--- src/rtl/riscv_fetch_unit.sv ---
// rtl/riscv_fetch_unit.sv - instruction fetch stage with prefetch FIFO and redirect handling
//
// Sequences fetch addresses, issues one outstanding request at a time to a
// variable-latency instruction memory, buffers returned words with their PC
// in a prefetch FIFO, and restarts the stream on redirect.
//
// Optional feature macro: FETCH_MISALIGN_TRAP_EN
//   defined   - a redirect with redirect_pc[1:0] != 0 enters HALT and delivers
//               one fault entry (inst_fault=1, inst_pc=redirect_pc unmodified)
//   undefined - redirect low bits are cleared and inst_fault is tied 0
//
// Ports:
//   clk, resetn                          clock, synchronous active-low reset
//   imem_req_valid/ready, imem_addr      fetch request channel
//   imem_rsp_valid, imem_rdata           in-order response channel
//   inst_valid/ready, inst_data/pc/fault decode-side FIFO head
//   redirect_valid, redirect_pc          flush and restart fetch
module riscv_fetch_unit #(
    parameter int unsigned     XLEN       = 32,
    parameter logic [XLEN-1:0] RESET_PC   = '0,
    parameter int unsigned     FIFO_DEPTH = 4
) (
    input  logic            clk,
    input  logic            resetn,
    output logic            imem_req_valid,
    input  logic            imem_req_ready,
    output logic [XLEN-1:0] imem_addr,
    input  logic            imem_rsp_valid,
    input  logic [31:0]     imem_rdata,
    output logic            inst_valid,
    input  logic            inst_ready,
    output logic [31:0]     inst_data,
    output logic [XLEN-1:0] inst_pc,
    output logic            inst_fault,
    input  logic            redirect_valid,
    input  logic [XLEN-1:0] redirect_pc
);
    localparam int unsigned PTR_W = $clog2(FIFO_DEPTH);
    localparam int unsigned CNT_W = PTR_W + 1;

    typedef enum logic [1:0] {
        ST_REQ  = 2'd0,
        ST_WAIT = 2'd1,
        ST_DROP = 2'd2,
        ST_HALT = 2'd3
    } state_e;

    state_e          state_q, state_d;
    logic [XLEN-1:0] fetch_pc_q, fetch_pc_d;
    logic [XLEN-1:0] req_pc_q, req_pc_d;

    logic [31:0]     mem_data_q [FIFO_DEPTH];
    logic [31:0]     mem_data_d [FIFO_DEPTH];
    logic [XLEN-1:0] mem_pc_q   [FIFO_DEPTH];
    logic [XLEN-1:0] mem_pc_d   [FIFO_DEPTH];
    logic [PTR_W-1:0] wr_ptr_q, wr_ptr_d;
    logic [PTR_W-1:0] rd_ptr_q, rd_ptr_d;
    logic [CNT_W-1:0] count_q, count_d;

    logic            fifo_full;
    logic            push;
    logic            pop;
    logic            in_flight;
    logic [31:0]     push_data;
    logic [XLEN-1:0] push_pc;

`ifdef FETCH_MISALIGN_TRAP_EN
    logic mem_fault_q [FIFO_DEPTH];
    logic mem_fault_d [FIFO_DEPTH];
    logic push_fault;
    // drop_q: a response is still owed to us while sitting in HALT
    logic drop_q, drop_d;
    logic fault_pend_q, fault_pend_d;
`endif

    assign fifo_full  = (count_q == CNT_W'(FIFO_DEPTH));
    assign imem_addr  = fetch_pc_q;
    assign inst_valid = (count_q != '0);
    assign inst_data  = mem_data_q[rd_ptr_q];
    assign inst_pc    = mem_pc_q[rd_ptr_q];
`ifdef FETCH_MISALIGN_TRAP_EN
    assign inst_fault = mem_fault_q[rd_ptr_q];
`else
    assign inst_fault = 1'b0;
`endif

    // Fetch sequencing
    always_comb begin
        state_d        = state_q;
        fetch_pc_d     = fetch_pc_q;
        req_pc_d       = req_pc_q;
        imem_req_valid = 1'b0;
        push           = 1'b0;
        push_data      = imem_rdata;
        push_pc        = req_pc_q;
        in_flight      = 1'b0;
`ifdef FETCH_MISALIGN_TRAP_EN
        push_fault     = 1'b0;
        drop_d         = drop_q;
        fault_pend_d   = fault_pend_q;
`endif

        case (state_q)
            ST_REQ: begin
                // Issue only when the response is guaranteed a FIFO slot
                imem_req_valid = resetn && !fifo_full && !redirect_valid;
                if (imem_req_valid && imem_req_ready) begin
                    req_pc_d   = fetch_pc_q;
                    fetch_pc_d = fetch_pc_q + XLEN'(4);
                    state_d    = ST_WAIT;
                end
            end
            ST_WAIT: begin
                if (imem_rsp_valid) begin
                    push    = 1'b1;
                    state_d = ST_REQ;
                end
            end
            ST_DROP: begin
                if (imem_rsp_valid) begin
                    state_d = ST_REQ;
                end
            end
`ifdef FETCH_MISALIGN_TRAP_EN
            ST_HALT: begin
                if (drop_q && imem_rsp_valid) begin
                    drop_d = 1'b0;
                end
                if (fault_pend_q && !fifo_full) begin
                    push         = 1'b1;
                    push_data    = '0;
                    push_pc      = fetch_pc_q;
                    push_fault   = 1'b1;
                    fault_pend_d = 1'b0;
                end
            end
`endif
            default: state_d = ST_REQ;
        endcase

        // Redirect overrides everything above; a response still owed by
        // memory must be swallowed before the new stream may issue.
        if (redirect_valid) begin
            push       = 1'b0;
            fetch_pc_d = redirect_pc & ~XLEN'(3);
            in_flight  = ((state_q == ST_WAIT) || (state_q == ST_DROP)) && !imem_rsp_valid;
`ifdef FETCH_MISALIGN_TRAP_EN
            if (state_q == ST_HALT) begin
                in_flight = drop_q && !imem_rsp_valid;
            end
            if (redirect_pc[1:0] != 2'b00) begin
                state_d      = ST_HALT;
                fetch_pc_d   = redirect_pc;
                drop_d       = in_flight;
                fault_pend_d = 1'b1;
            end else begin
                state_d      = in_flight ? ST_DROP : ST_REQ;
                drop_d       = 1'b0;
                fault_pend_d = 1'b0;
            end
`else
            state_d = in_flight ? ST_DROP : ST_REQ;
`endif
        end
    end

    // Prefetch FIFO
    always_comb begin
        mem_data_d = mem_data_q;
        mem_pc_d   = mem_pc_q;
`ifdef FETCH_MISALIGN_TRAP_EN
        mem_fault_d = mem_fault_q;
`endif
        pop      = inst_valid && inst_ready && !redirect_valid;
        wr_ptr_d = wr_ptr_q;
        rd_ptr_d = rd_ptr_q;
        count_d  = count_q + CNT_W'(push) - CNT_W'(pop);

        if (push) begin
            mem_data_d[wr_ptr_q] = push_data;
            mem_pc_d[wr_ptr_q]   = push_pc;
`ifdef FETCH_MISALIGN_TRAP_EN
            mem_fault_d[wr_ptr_q] = push_fault;
`endif
            wr_ptr_d = wr_ptr_q + PTR_W'(1);
        end
        if (pop) begin
            rd_ptr_d = rd_ptr_q + PTR_W'(1);
        end
        if (redirect_valid) begin
            wr_ptr_d = rd_ptr_q;
            rd_ptr_d = rd_ptr_q;
            count_d  = '0;
        end
    end

    always_ff @(posedge clk) begin
        if (!resetn) begin
            state_q    <= ST_REQ;
            fetch_pc_q <= RESET_PC;
            req_pc_q   <= '0;
            wr_ptr_q   <= '0;
            rd_ptr_q   <= '0;
            count_q    <= '0;
            mem_data_q <= '{default: '0};
            mem_pc_q   <= '{default: '0};
`ifdef FETCH_MISALIGN_TRAP_EN
            mem_fault_q  <= '{default: 1'b0};
            drop_q       <= 1'b0;
            fault_pend_q <= 1'b0;
`endif
        end else begin
            state_q    <= state_d;
            fetch_pc_q <= fetch_pc_d;
            req_pc_q   <= req_pc_d;
            wr_ptr_q   <= wr_ptr_d;
            rd_ptr_q   <= rd_ptr_d;
            count_q    <= count_d;
            mem_data_q <= mem_data_d;
            mem_pc_q   <= mem_pc_d;
`ifdef FETCH_MISALIGN_TRAP_EN
            mem_fault_q  <= mem_fault_d;
            drop_q       <= drop_d;
            fault_pend_q <= fault_pend_d;
`endif
        end
    end

endmodule
--- config.mk ---
export PLATFORM = sky130hd
export DESIGN_NAME = riscv_fetch_unit
export DESIGN_NICKNAME = d
export VERILOG_FILES = /design/src/rtl/riscv_fetch_unit.sv
export SDC_FILE = /design/constraint.sdc
export NUM_CORES = 1
export LEC_CHECK = 0
export ABC_AREA = 1
export CORE_MARGIN = 8
export CORE_UTILIZATION = 41
export DETAILED_ROUTE_END_ITERATION = 6
export MAX_ROUTING_LAYER = met4
export PLACE_DENSITY_LB_ADDON = 0.25
export SLEW_MARGIN = 30
export SYNTH_ARGS = -nofsm -noshare
export SYNTH_HDL_FRONTEND = slang
export SYNTH_SLANG_ARGS = --single-unit
export TNS_END_PERCENT = 5
--- constraint.sdc ---
create_clock -name clk -period 2.2 [get_ports clk]
set_input_delay 0.66 -clock clk [delete_from_list [all_inputs] [get_ports clk]]
set_output_delay 0.66 -clock clk [all_outputs]
set_load 0.01 [all_outputs]
Word-level counts from Yosys, hierarchy flattened
Index checks and enable logic that the tools add are counted.
{"block": "totals", "regBits": 329, "out_inout_bits": 99, "elab_cells": 78}
{"block": "classes", "add_sub_neg": 5, "order_cmp": 3, "eq_ne": 5, "n_mux": 24, "n_bitwise": 4, "reduce_logical": 22}
{"operator": "128-bit bitwise mux", "n": 2}
{"operator": "32-bit 2-to-1 mux", "n": 8}
{"operator": "32-bit binary-select mux with 2-bit select", "n": 2}
{"operator": "32-bit demux with 2-bit select", "n": 1}
{"operator": "32-bit by 3-bit adder with 32-bit output (second input constant)", "n": 1}
{"operator": "2-bit 2-to-1 mux", "n": 6}
{"operator": "2-bit AND reduction", "n": 4}
{"operator": "1-bit logical AND", "n": 7}
{"operator": "3-bit greater-or-equal comparator (second input constant)", "n": 2}
{"operator": "2-bit NOT with 3-bit output", "n": 2}
{"operator": "2-bit nonzero test", "n": 3}
{"operator": "2-bit by 1-bit adder with 2-bit output (second input constant)", "n": 2}
{"operator": "1-bit 2-to-1 mux", "n": 4}
{"operator": "2-bit one-hot mux with 2 select lines", "n": 1}
{"operator": "2-bit OR reduction", "n": 2}
{"operator": "3-bit by 1-bit adder with 3-bit output", "n": 1}
{"operator": "3-bit equality test (second input constant)", "n": 1}
{"operator": "1-bit zero test", "n": 3}
{"operator": "3-bit by 1-bit less-than comparator with 1-bit output (second input constant)", "n": 1}
{"operator": "3-bit by 1-bit != test with 1-bit output (second input constant)", "n": 1}
{"operator": "3-bit != test (second input constant)", "n": 1}
{"operator": "3-bit nonzero test", "n": 1}
{"operator": "3-bit by 1-bit subtractor with 3-bit output", "n": 1}
{"operator": "2-bit by 1-bit equality test with 1-bit output (second input constant)", "n": 1}
{"operator": "other kinds (4)", "n": 5}

Depth between registers and ports, before layout
Gate-level depths: netlist of run 1.
{"block": "logic_depth", "word_depth": 8, "depth_mapped": 11, "depth_no_buf": 11}

Worst setup path after synthesis of run 1
Ideal clock, no wire load.
{"block": "synth_path", "path_kind": "input to register", "from": "in redirect_valid", "to": "reg count_q[2]", "setup_ps": 70, "arrival_ps": 2297, "t_required_ps": 2130, "setup_slack_ps": -167, "cell_stages": 11, "n_path_buf": 0, "cell_sequence": "inv_2 nand2_1 nor2_1 ha_1 inv_1 ha_1 inv_1 fa_1 xnor2_1 or2_2 a21oi_1"}
{"block": "synth_via", "elab_chain_cells": 3}
{"item": "from (decl)", "line": "35", "rtl": "input logic redirect_valid,"}
{"item": "1-bit 2-to-1 mux or 1-bit zero test (tied branches)", "line": "143, 174"}
{"item": "3-bit by 1-bit adder with 3-bit output or 1-bit logical AND (tied branches)", "line": "177, 174"}
{"item": "3-bit by 1-bit subtractor with 3-bit output", "line": "177", "rtl": "count_d = count_q + CNT_W'(push) - CNT_W'(pop);"}
{"item": "to (signal assigned)", "line": "218", "rtl": "count_q <= count_d;"}
{"item": "to (decl)", "line": "58", "rtl": "logic [CNT_W-1:0] count_q, count_d;"}
Several ways; a longest one is shown, not always the timed one.
A chain may end at the register's enable or synchronous reset.

Worst setup path after layout of run 1
{"block": "layout_path", "from": "reg rd_ptr_q[0]", "to": "out inst_data[14]"}
{"block": "layout_via", "elab_chain_cells": 4}
{"item": "from (decl)", "line": "57", "rtl": "logic [PTR_W-1:0] rd_ptr_q, rd_ptr_d;"}
{"item": "from (signal assigned)", "line": "217", "rtl": "rd_ptr_q <= rd_ptr_d;"}
{"item": "2-bit NOT with 3-bit output (not written as such)", "line": "79", "rtl": "assign inst_data = mem_data_q[rd_ptr_q];"}
{"item": "32-bit binary-select mux with 2-bit select", "line": "79"}
{"item": "32-bit 2-to-1 mux (not written as such) (2 in a row)", "line": "79"}
{"item": "to (decl)", "line": "32", "rtl": "output logic [31:0] inst_data,"}
Every way passes these cells. The select of a mux whose other input is x is not followed.

==> results_dict.tcl, run 1 <==
set metrics [dict create \
    vias 14700 \
    min_to "mem_pc_q[49]" \
    post-route-period-util_pct 116 \
    ys_warn_count 0 \
    ios 169 \
    status "finished, violations left" \
    rows 68 \
    synthFlopType "dfxtp_1" \
    drv_cap 0 \
    violations "setup timing" \
    synth-seq-cells 317 \
    grt_pass1_wl_um 77700 \
    synth-seq-area-share_pct 44.9 \
    synth_top_cell_by_area "dfxtp_1" \
    htreeDepth 2 \
    insertion_delay_ns 0.52 \
    synth_edf_count 0 \
    synthArstFlopShare_pct 0 \
    place_congestion 0.931 \
    setup_viol 62 \
    drc 0 \
    design_area_um2 18600 \
    grt_max_degree 194 \
    ys_top_cells_by_area "dfxtp_1, nand2_1, a21oi_1" \
    fin_setup_tns_ns -15.98 \
    areaGrowthSynthToFinish_pct 31.8 \
    nFillCells 3301 \
    combPwrFrac_pct 5.4 \
    dp_hpwl_um 29000 \
    tightest_slew_ns 0.962 \
    io_buffers 161 \
    hold_class "flip-flop to flip-flop" \
    path_delay_family "buffers and inverters" \
    start_util_pct 41.3 \
    switchingPower_mw 2.88 \
    grt_pass1_vias 14300 \
    clock-sinks 317 \
    syn_inst 2001 \
    layout.nets 2254 \
    die_x_um 202 \
    r2r_setup_slack_ns 0.06 \
    drt_pass1_iterations 6 \
    drt_wl_total_um 48700 \
    routed_via_density 5.56 \
    drt-initial-drc-count 1346 \
    min_from "mem_pc_q[49]" \
    clkPwrFrac_pct 47.4 \
    die_h_um 202 \
    final_layout_size_suffix_gt1_share_pct 17.0 \
    finalWorstSetupSlack_ns -0.359 \
    p_int_mw 9.60 \
    cpPeakStageDelay_ns 0.45 \
    path_clk_slew_ns 0.06 \
    avgSynthCellArea_um2 7.06 \
    diodes 0 \
    cp_data_required_time_ns 1.54 \
    layoutNonFillerInstCount 2653 \
    slew_headroom_pct 35.9 \
    wl_per_cell_um 18.3 \
    endpoint_kind "primary output" \
    antenna_left 0 \
    crit_chain "clkinv_8 -> buf_12 -> buf_16 -> buf_6 -> nor2_1 -> o22ai_1 -> buf_2" \
    finalMaxSlewViolations 0 \
    seq_power_share_pct 47.3 \
    worstPathMaxFanout 8 \
    r2r-end "count_q[2]" \
    clock_path_buffers 3 \
    cp-start-kind "flip-flop" \
    period_minus_slack_ns 2.56 \
    utilization_pct 54.4 \
    numPlacedInstances 2576 \
    overflow 0 \
    synth_cell_types 31 \
    powerDensity_nw_per_um2 670 \
    leakage_nw 7.07 \
    rsz0062_at_grt "true" \
    fin_skew_ns 0.0127 \
    dpl_cell_area_um2 17000 \
    ir_drop_uv 513 \
    core_area_um2 34200 \
    tritoncts "built" \
    p_sw_share_pct 23.1 \
    whs_path_depth 2 \
    cp_slowest_cell "dfxtp_4" \
    syn-cell-area_um2 14100 \
    arrival_ns 1.90 \
    antenna_found_initial 0 \
    cts_buffers 36 \
    die-area_um2 40700 \
    worstSetupPathType "flip-flop to primary output" \
    rr_startpoint "count_q[0]" \
    path_buf_inv 5 \
    finalHoldViolations 0 \
    cts_root_buf "clkbuf_16" \
    yosys.area.top_type_share_pct 44.9 \
    r2r_cells 11 \
    max_freq_mhz 391 \
    track_usage_pct 23.7 \
]
## flip-flops by register name (all words and copies together), names as in the netlist
register,cells
push_pc,30
rd_ptr_q,2
imem_addr,30
mem_data_q,128
wr_ptr_q,2
count_q,3
mem_pc_q,120
state_q,2
## power by group through the flow
stage / clock [mW] / combinational, mW / sequential (mW)
3_3_place_gp: 0 / 0.652 / 6.02
3_5_place_dp: 0 / 0.656 / 6.02
6_report: 5.91 / 0.669 / 5.90
2_1_floorplan: 0 / 0.285 / 6.00
5_1_grt: 6.25 / 0.724 / 5.90
4_1_cts: 5.99 / 0.663 / 5.89
## metrics by stage
stage          setup slack, ns  total power [mW]  hold WS (ns)
6_report                -0.359              12.5         0.454
5_1_grt                 -0.426              12.9         0.473
4_1_cts                 -0.353              12.5         0.457
3_5_place_dp            -0.727              6.67         0.448
3_3_place_gp            -0.736              6.67         0.443
2_1_floorplan          0.00514              6.29         0.437
## per-layer routing
| metal | track usage, % | vias up | part of all wire, % |
|---|---|---|---|
| met5 | - | - | 0 |
| met4 | 7.23 | 0 | 2.4 |
| met3 | 3.75 | 91 | 7.6 |
| met2 | 36.6 | 619 | 46 |
| met1 | 31.5 | 6935 | 44 |
| li1 | - | 7095 | - |
## logic make-up after synthesis
logic type      after synthesis  share of synthesized area, %
other cells                   1                        0.0265
buf+inv                     237                          7.22
xor+xnor                     15                         0.930
fa+ha+maj                    10                         0.939
compound gates              527                          19.3
flops                       317                          44.9
simple gates                894                          26.7
## worst max path at each step
stage / cells past startpoint / slack (ns) / startpoint / end
after floorplan: 11 / 0.005 / redirect_valid / count_q[2]
after global placement: 7 / -0.74 / redirect_valid / imem_req_valid
after detailed placement: 7 / -0.73 / redirect_valid / imem_req_valid
after CTS: 7 / -0.35 / rd_ptr_q[0] / inst_data[9]
after global routing: 7 / -0.43 / rd_ptr_q[0] / inst_data[6]
final: 7 / -0.36 / rd_ptr_q[0] / inst_data[14]
## synth_stat cells (2+ instances only)
cell type    n
a31oi_1      5
xor2_1       9
nand4_1      3
or2_2        2
o21ai_0    157
o22ai_1     62
xnor2_1      6
buf_2       44
nor2_2       4
ha_1         9
nand2_1    404
nand2_2      4
dfxtp_1    317
buf_4       20
nor3_1       3
nor2_1     187
clkbuf_1    93
nand3_1    282
a21oi_1    302
buf_1       16
inv_1       60
inv_2        3
## layout make-up
class,instances,area [um2],share of cell area [%]
Clock buffer,54,1080,5.80
Clock inverter,8,75.1,0.403
Inverter,64,273,1.46
Multi-Input combinational cell,1451,7110,38.2
Sequential cell,317,6380,34.2
Tap cell,455,569,3.06
Timing Repair Buffer,304,3140,16.8
## worst register-to-register path: stages, from the launching register on
cell	delay, ns
dfxtp_1	0.31
nor3_1	0.19
buf_4	0.15
nor2_4	0.04
ha_1	0.27
inv_1	0.07
ha_2	0.17
inv_2	0.04
fa_2	0.35
xnor2_1	0.14
or2_4	0.23
a21oi_2	0.12
## placed cells by master, fill, tap and decap left out, drive strengths merged
master | Yosys | routed
nor3 | 3 | 3
a31oi | 5 | 5
buf | 80 | 204
nor2 | 192 | 192
a21oi | 302 | 302
clkbuf | 93 | 54
clkdlybuf4s15 | 0 | 1
xnor2 | 6 | 6
ha | 9 | 9
fa | 1 | 1
nand4 | 4 | 4
clkdlybuf4s50 | 0 | 85
nand3 | 283 | 283
and2 | 1 | 1
dfxtp | 317 | 317
xor2 | 9 | 9
nand3b | 1 | 1
a21boi | 1 | 1
nand2 | 408 | 408
bufinv | 0 | 1
inv | 63 | 65
bufbuf | 0 | 2
dlygate4sd2 | 0 | 7
dlymetal6s2s | 0 | 5
clkinv | 1 | 5
conb | 1 | 5
or2 | 2 | 2
o21ai | 157 | 157
o22ai | 62 | 62
clkinvlp | 0 | 1
## timing repair
action                                  4_1_cts  5_1_grt
gates resized for setup                     407       46
hold buffers                                  0        0
pin swaps                                    31       15
endpoints found under the setup margin       84       71
setup buffers                                 9        0
gates cloned                                  9        0
No activity file was read; power rests on OpenSTA's default activity.
==> run 2, diff against run 1 <==
--- a/config.mk
+++ b/config.mk
@@ -8,7 +8,9 @@
 export ABC_AREA = 1
 export CORE_MARGIN = 8
 export CORE_UTILIZATION = 41
+export CTS_CLUSTER_SIZE = 12
 export DETAILED_ROUTE_END_ITERATION = 6
+export DONT_BUFFER_PORTS = 1
 export MAX_ROUTING_LAYER = met4
 export PLACE_DENSITY_LB_ADDON = 0.25
 export SLEW_MARGIN = 30
==> run 2 against run 1 <==
The run still ends with setup timing left. Hold slack worse by 0.17 ns. Final cell count shrank 7.6%. Register-to-register slack barely moved. Critical path depth is the same. Clock skew is 0.0017 ns higher. Sequential share of layout area rose by 3.6 points. Via count is 5.6% lower. Die area is the same. First-iteration DRC count shrank 10%. Non-clock buffer count is 200 lower. Maximum frequency grew 5.7%. Critical path type unchanged.
==> results_dict.tcl, run 2 (synthesis results as in run 1) <==
set metrics [dict create \
    status "finished, violations left" \
    violations "setup timing" \
    fin_setup_tns_ns -8.46 \
    worstPathMaxFanout 6 \
    cts_root_buf "clkbuf_16" \
    hold_class "input pin to flip-flop" \
    slew_headroom_pct 56.3 \
    insertion_delay_ns 0.52 \
    start_util_pct 41.3 \
    areaGrowthSynthToFinish_pct 18.7 \
    arrival_ns 1.76 \
    htreeDepth 2 \
    die_x_um 202 \
    fin_skew_ns 0.0144 \
    top_register "mem_data_q" \
    largest_reg_flops 128 \
    wl_per_cell_um 19.7 \
    drt-initial-drc-count 1207 \
    crit_top_cell "buf_12" \
    vias 13900 \
    dp_hpwl_um 26300 \
    layout_commonest_cell "nand2_1" \
    io_buffers 0 \
    path_buf_inv 5 \
    post-route-period-util_pct 110 \
    fin_hold_ws_ns 0.289 \
    grt_pass1_vias 13200 \
    tightest_slew_ns 0.656 \
    most-common-layout-cells "nand2_1, dfxtp_1, a21oi_1" \
    diodes 0 \
    drt_wl_total_um 48200 \
    drc 0 \
    crit_chain "buf_12 -> buf_12 -> buf_16 -> buf_12 -> nor2_2 -> o22ai_1 -> buf_4" \
    rows 68 \
    antenna_left 0 \
    period_minus_slack_ns 2.42 \
    rsz0062_at_grt "true" \
    reg.largest.list "mem_data_q x128, mem_pc_q x120" \
    ios 169 \
    ir_drop_uv 529 \
    overflow 0 \
    path_delay_family "buffers and inverters" \
    grt_max_degree 141 \
    core_area_um2 34200 \
    antenna_found_initial 0 \
    cp-start-kind "flip-flop" \
    finalHoldViolations 0 \
    drt_pass1_iterations 5 \
    place_congestion 0.908 \
    die_h_um 202 \
    finalMaxSlewViolations 0 \
    nFillCells 3378 \
    drv_cap 0 \
    dpl_cell_area_um2 14800 \
    die-area_um2 40700 \
    hold_buffers 0 \
    tritoncts "built" \
    final_layout_size_suffix_gt1_share_pct 11.8 \
    clock-sinks 317 \
    design_area_um2 16800 \
    finalWorstSetupSlack_ns -0.221 \
    grt_pass1_wl_um 74100 \
    worstSetupPathType "flip-flop to primary output" \
    cpPeakStageDelay_ns 0.36 \
    cp_data_required_time_ns 1.54 \
    setup_viol 62 \
    cp_slowest_cell "dfxtp_4" \
    layout.nets 2055 \
    clock_path_buffers 3 \
    endpoint_kind "primary output" \
    cts_buffers 36 \
    leakage_nw 5.97 \
    powerDensity_nw_per_um2 717 \
    track_usage_pct 22.8 \
    routed_via_density 5.68 \
    path_clk_slew_ns 0.06 \
    max_freq_mhz 413 \
]
-- run 2: area by class of cell --
type | count | area, um2 | share of cell area [%]
clock buffer | 53 | 1050 | 6.23
timing repair inverter | 1 | 8.76 | 0.0522
multi-input combinational | 1451 | 7130 | 42.5
inverter | 64 | 273 | 1.63
timing repair buffer | 104 | 1340 | 7.99
sequential | 317 | 6350 | 37.8
tap | 455 | 569 | 3.39
clock inverter | 6 | 61.3 | 0.365
-- run 2: routing by layer --
layer / vias to the layer above / track usage, % / wire (um)
met5: - / - / 0
met4: 0 / 5.92 / 868
met3: 66 / 5.16 / 4360
met2: 609 / 35.8 / 22000
met1: 6563 / 29.3 / 21000
li1: 6683 / - / -
-- run 2: final timing paths --
check | from | endpoint | slack [ns] | depth (start not counted)
max | rd_ptr_q[0] | inst_pc[5] | -0.22 | 7
min | resetn | state_q[1] | 0.29 | 2
max reg2reg | count_q[0] | count_q[2] | 0.06 | 11
min reg2reg | mem_pc_q[38] | mem_pc_q[38] | 0.46 | 2
-- run 2: per-stage QoR --
stage / total power, mW / std cells / setup WS, ns / utilization, %
6_report: 12.0 / 2451 / -0.221 / 49.1
5_1_grt: 12.4 / 2451 / -0.270 / 49.1
4_1_cts: 12.1 / 2435 / -0.217 / 47.8
3_5_place_dp: 6.41 / 2368 / -0.0621 / 43.3
3_3_place_gp: 6.41 / 2368 / -0.0537 / 43.3
2_1_floorplan: 6.29 / 2005 / 0.00514 / -
-- run 2: timing repair --
action	CTS	global route
endpoints found under the setup margin	62	64
pin swaps	5	14
gates cloned	6	8
gates resized for setup	80	79
buffers inserted	2	8
-- run 2: power breakdown --
part,total (mW),internal [mW],switching (mW)
Combinational,0.397,0.121,0.276
Sequential,5.90,5.80,0.105
Clock,5.73,3.40,2.33
==> run 3, diff against run 2 <==
--- a/config.mk
+++ b/config.mk
@@ -7,7 +7,7 @@
 export LEC_CHECK = 0
 export ABC_AREA = 1
 export CORE_MARGIN = 8
-export CORE_UTILIZATION = 41
+export CORE_UTILIZATION = 45
 export CTS_CLUSTER_SIZE = 12
 export DETAILED_ROUTE_END_ITERATION = 6
 export DONT_BUFFER_PORTS = 1
==> run 3 against run 2 <==
The flow still finishes with violations (setup timing). Critical path depth is 2 lower. Register-to-register slack better by 0.02 ns. Die area fell by 8.2%. Sequential power is essentially flat. Design area is 1.6% lower. Clock power rose by 4.7%. Sequential cell count did not move. Utilization grew 3.8 points. Maximum frequency grew 0.53%. Via count down 0.97%. Non-clock buffer count down 21. Setup slack gained 0.013 ns. Critical path type unchanged. Largest cell class unchanged. Largest power group is now the clock network. Highest routed layer unchanged.
==> results_dict.tcl, run 3 (synthesis results as in run 1) <==
set metrics [dict create \
    leakage_nw 5.89 \
    insertion_delay_ns 0.52 \
    wl_per_cell_um 19.8 \
    slew_headroom_pct 50.7 \
    place_congestion 0.905 \
    cts_buffers 36 \
    areaGrowthSynthToFinish_pct 16.8 \
    powerDensity_nw_per_um2 746 \
    cp_data_required_time_ns 1.54 \
    nFillCells 3038 \
    reg.largest.list "mem_data_q x128, mem_pc_q x120" \
    pre_cts_slack_ns -0.0216 \
    fin_setup_tns_ns -9.76 \
    drt-initial-drc-count 1160 \
    hold_class "input pin to flip-flop" \
    arrival_ns 1.75 \
    fin_skew_ns 0.0109 \
    dp_hpwl_um 26200 \
    start_util_pct 45.2 \
    vias 13800 \
    die_x_um 193 \
    worstPathMaxFanout 13 \
    grt_pass1_vias 13200 \
    status "finished, violations left" \
    finalHoldViolations 0 \
    finalWorstSetupSlack_ns -0.209 \
    grt_max_degree 155 \
    drt_pass1_iterations 6 \
    period_minus_slack_ns 2.41 \
    antenna_left 0 \
    hold_buffers 0 \
    drt_wl_total_um 47100 \
    io_buffers 0 \
    die_h_um 193 \
    finalPower_mw 12.3 \
    overflow 0 \
    violations "setup timing" \
    rsz0062_at_grt "true" \
    most-common-layout-cells "nand2_1, dfxtp_1, a21oi_1" \
    final_layout_size_suffix_gt1_share_pct 12.8 \
    htreeDepth 2 \
    die-area_um2 37300 \
    layout.nets 2033 \
    diodes 0 \
    layoutNonFillerInstCount 2377 \
    cp-start-kind "flip-flop" \
    layout_commonest_cell "nand2_1" \
    r2r_setup_slack_ns 0.08 \
    worstSetupPathType "flip-flop to primary output" \
    clock_path_buffers 3 \
    endpoint_kind "primary output" \
    drc 0 \
    setup_viol 62 \
    path_clk_slew_ns 0.06 \
    numPlacedInstances 2307 \
    cts_root_buf "clkbuf_16" \
    max_freq_mhz 415 \
    drv_cap 0 \
    core_area_um2 31200 \
    track_usage_pct 24.7 \
    tightest_slew_ns 0.739 \
    rows 65 \
    finalMaxSlewViolations 0 \
    antenna_found_initial 0 \
    ios 169 \
    top_register "mem_data_q" \
    post-route-period-util_pct 109 \
    grt_pass1_wl_um 73900 \
    ir_drop_uv 525 \
    routed_via_density 5.80 \
    largest_reg_flops 128 \
    clock-sinks 317 \
    tritoncts "built" \
]
==> run 3: cell count changes in the layout (fill, tap and decap cells not counted), sizes merged <==
| cell | change |
|---|---|
| clkbuf | -9 |
| clkinv | +2 |
| buf | -18 |
| bufbuf | +2 |
| bufinv | +2 |
==> run 3: per-layer routing <==
| metal | vias up | track usage [%] | share of wire (%) |
|---|---|---|---|
| met5 | - | - | 0 |
| met2 | 528 | 38.7 | 46 |
| li1 | 6635 | - | - |
| met3 | 89 | 5.94 | 8.4 |
| met1 | 6534 | 31.0 | 43 |
| met4 | 0 | 7.90 | 2.7 |
==> run 3: what timing repair did <==
| action | 4_1_cts | 5_1_grt |
|---|---|---|
| pin swaps | 2 | 0 |
| buffers inserted | 4 | 0 |
| setup endpoints to repair | 62 | 63 |
| cloned | 6 | 0 |
| gates resized for setup | 109 | 58 |
==> run 3: path summary, 6_finish.rpt <==
kind,from,to,depth (start not counted)
setup reg to reg,count_q[0],count_q[2],11
hold / removal,resetn,state_q[1],2
setup / recovery,rd_ptr_q[0],inst_pc[27],5
hold reg to reg,mem_pc_q[63],mem_pc_q[63],2
==> run 3: area by class of cell <==
class	instances	area, um2	share of cell area, %
clock buffer	49	1020	6.19
clock inverter	11	138	0.834
inverter	64	273	1.65
multi-input combinational	1451	7230	43.8
sequential	317	6350	38.5
tap	402	503	3.05
timing repair buffer	83	991	6.00
==> run 3: stage by stage <==
| stage | instance area, um2 | utilization, % | hold WS (ns) |
|---|---|---|---|
| floorplan | 14200 | - | 0.437 |
| global placement | 14700 | 46.9 | 0.445 |
| detailed placement | 14700 | 46.9 | 0.449 |
| CTS | 16300 | 52.3 | 0.255 |
| global route | 16500 | 52.8 | 0.263 |
| finish | 16500 | 52.8 | 0.275 |
==> run 3: where the power goes <==
part | internal, mW | switching, mW | total (mW)
logic | 0.121 | 0.286 | 0.407
registers | 5.80 | 0.0985 | 5.90
clock network | 3.59 | 2.41 | 6.00
==> run 3: worst max-delay path, cell delays in order (launching register included) <==
cell and delay [ns]:
dfxtp_4 0.46, clkinv_8 0.15, buf_16 0.19, nor2_1 0.14, o22ai_2 0.12, buf_4 0.15
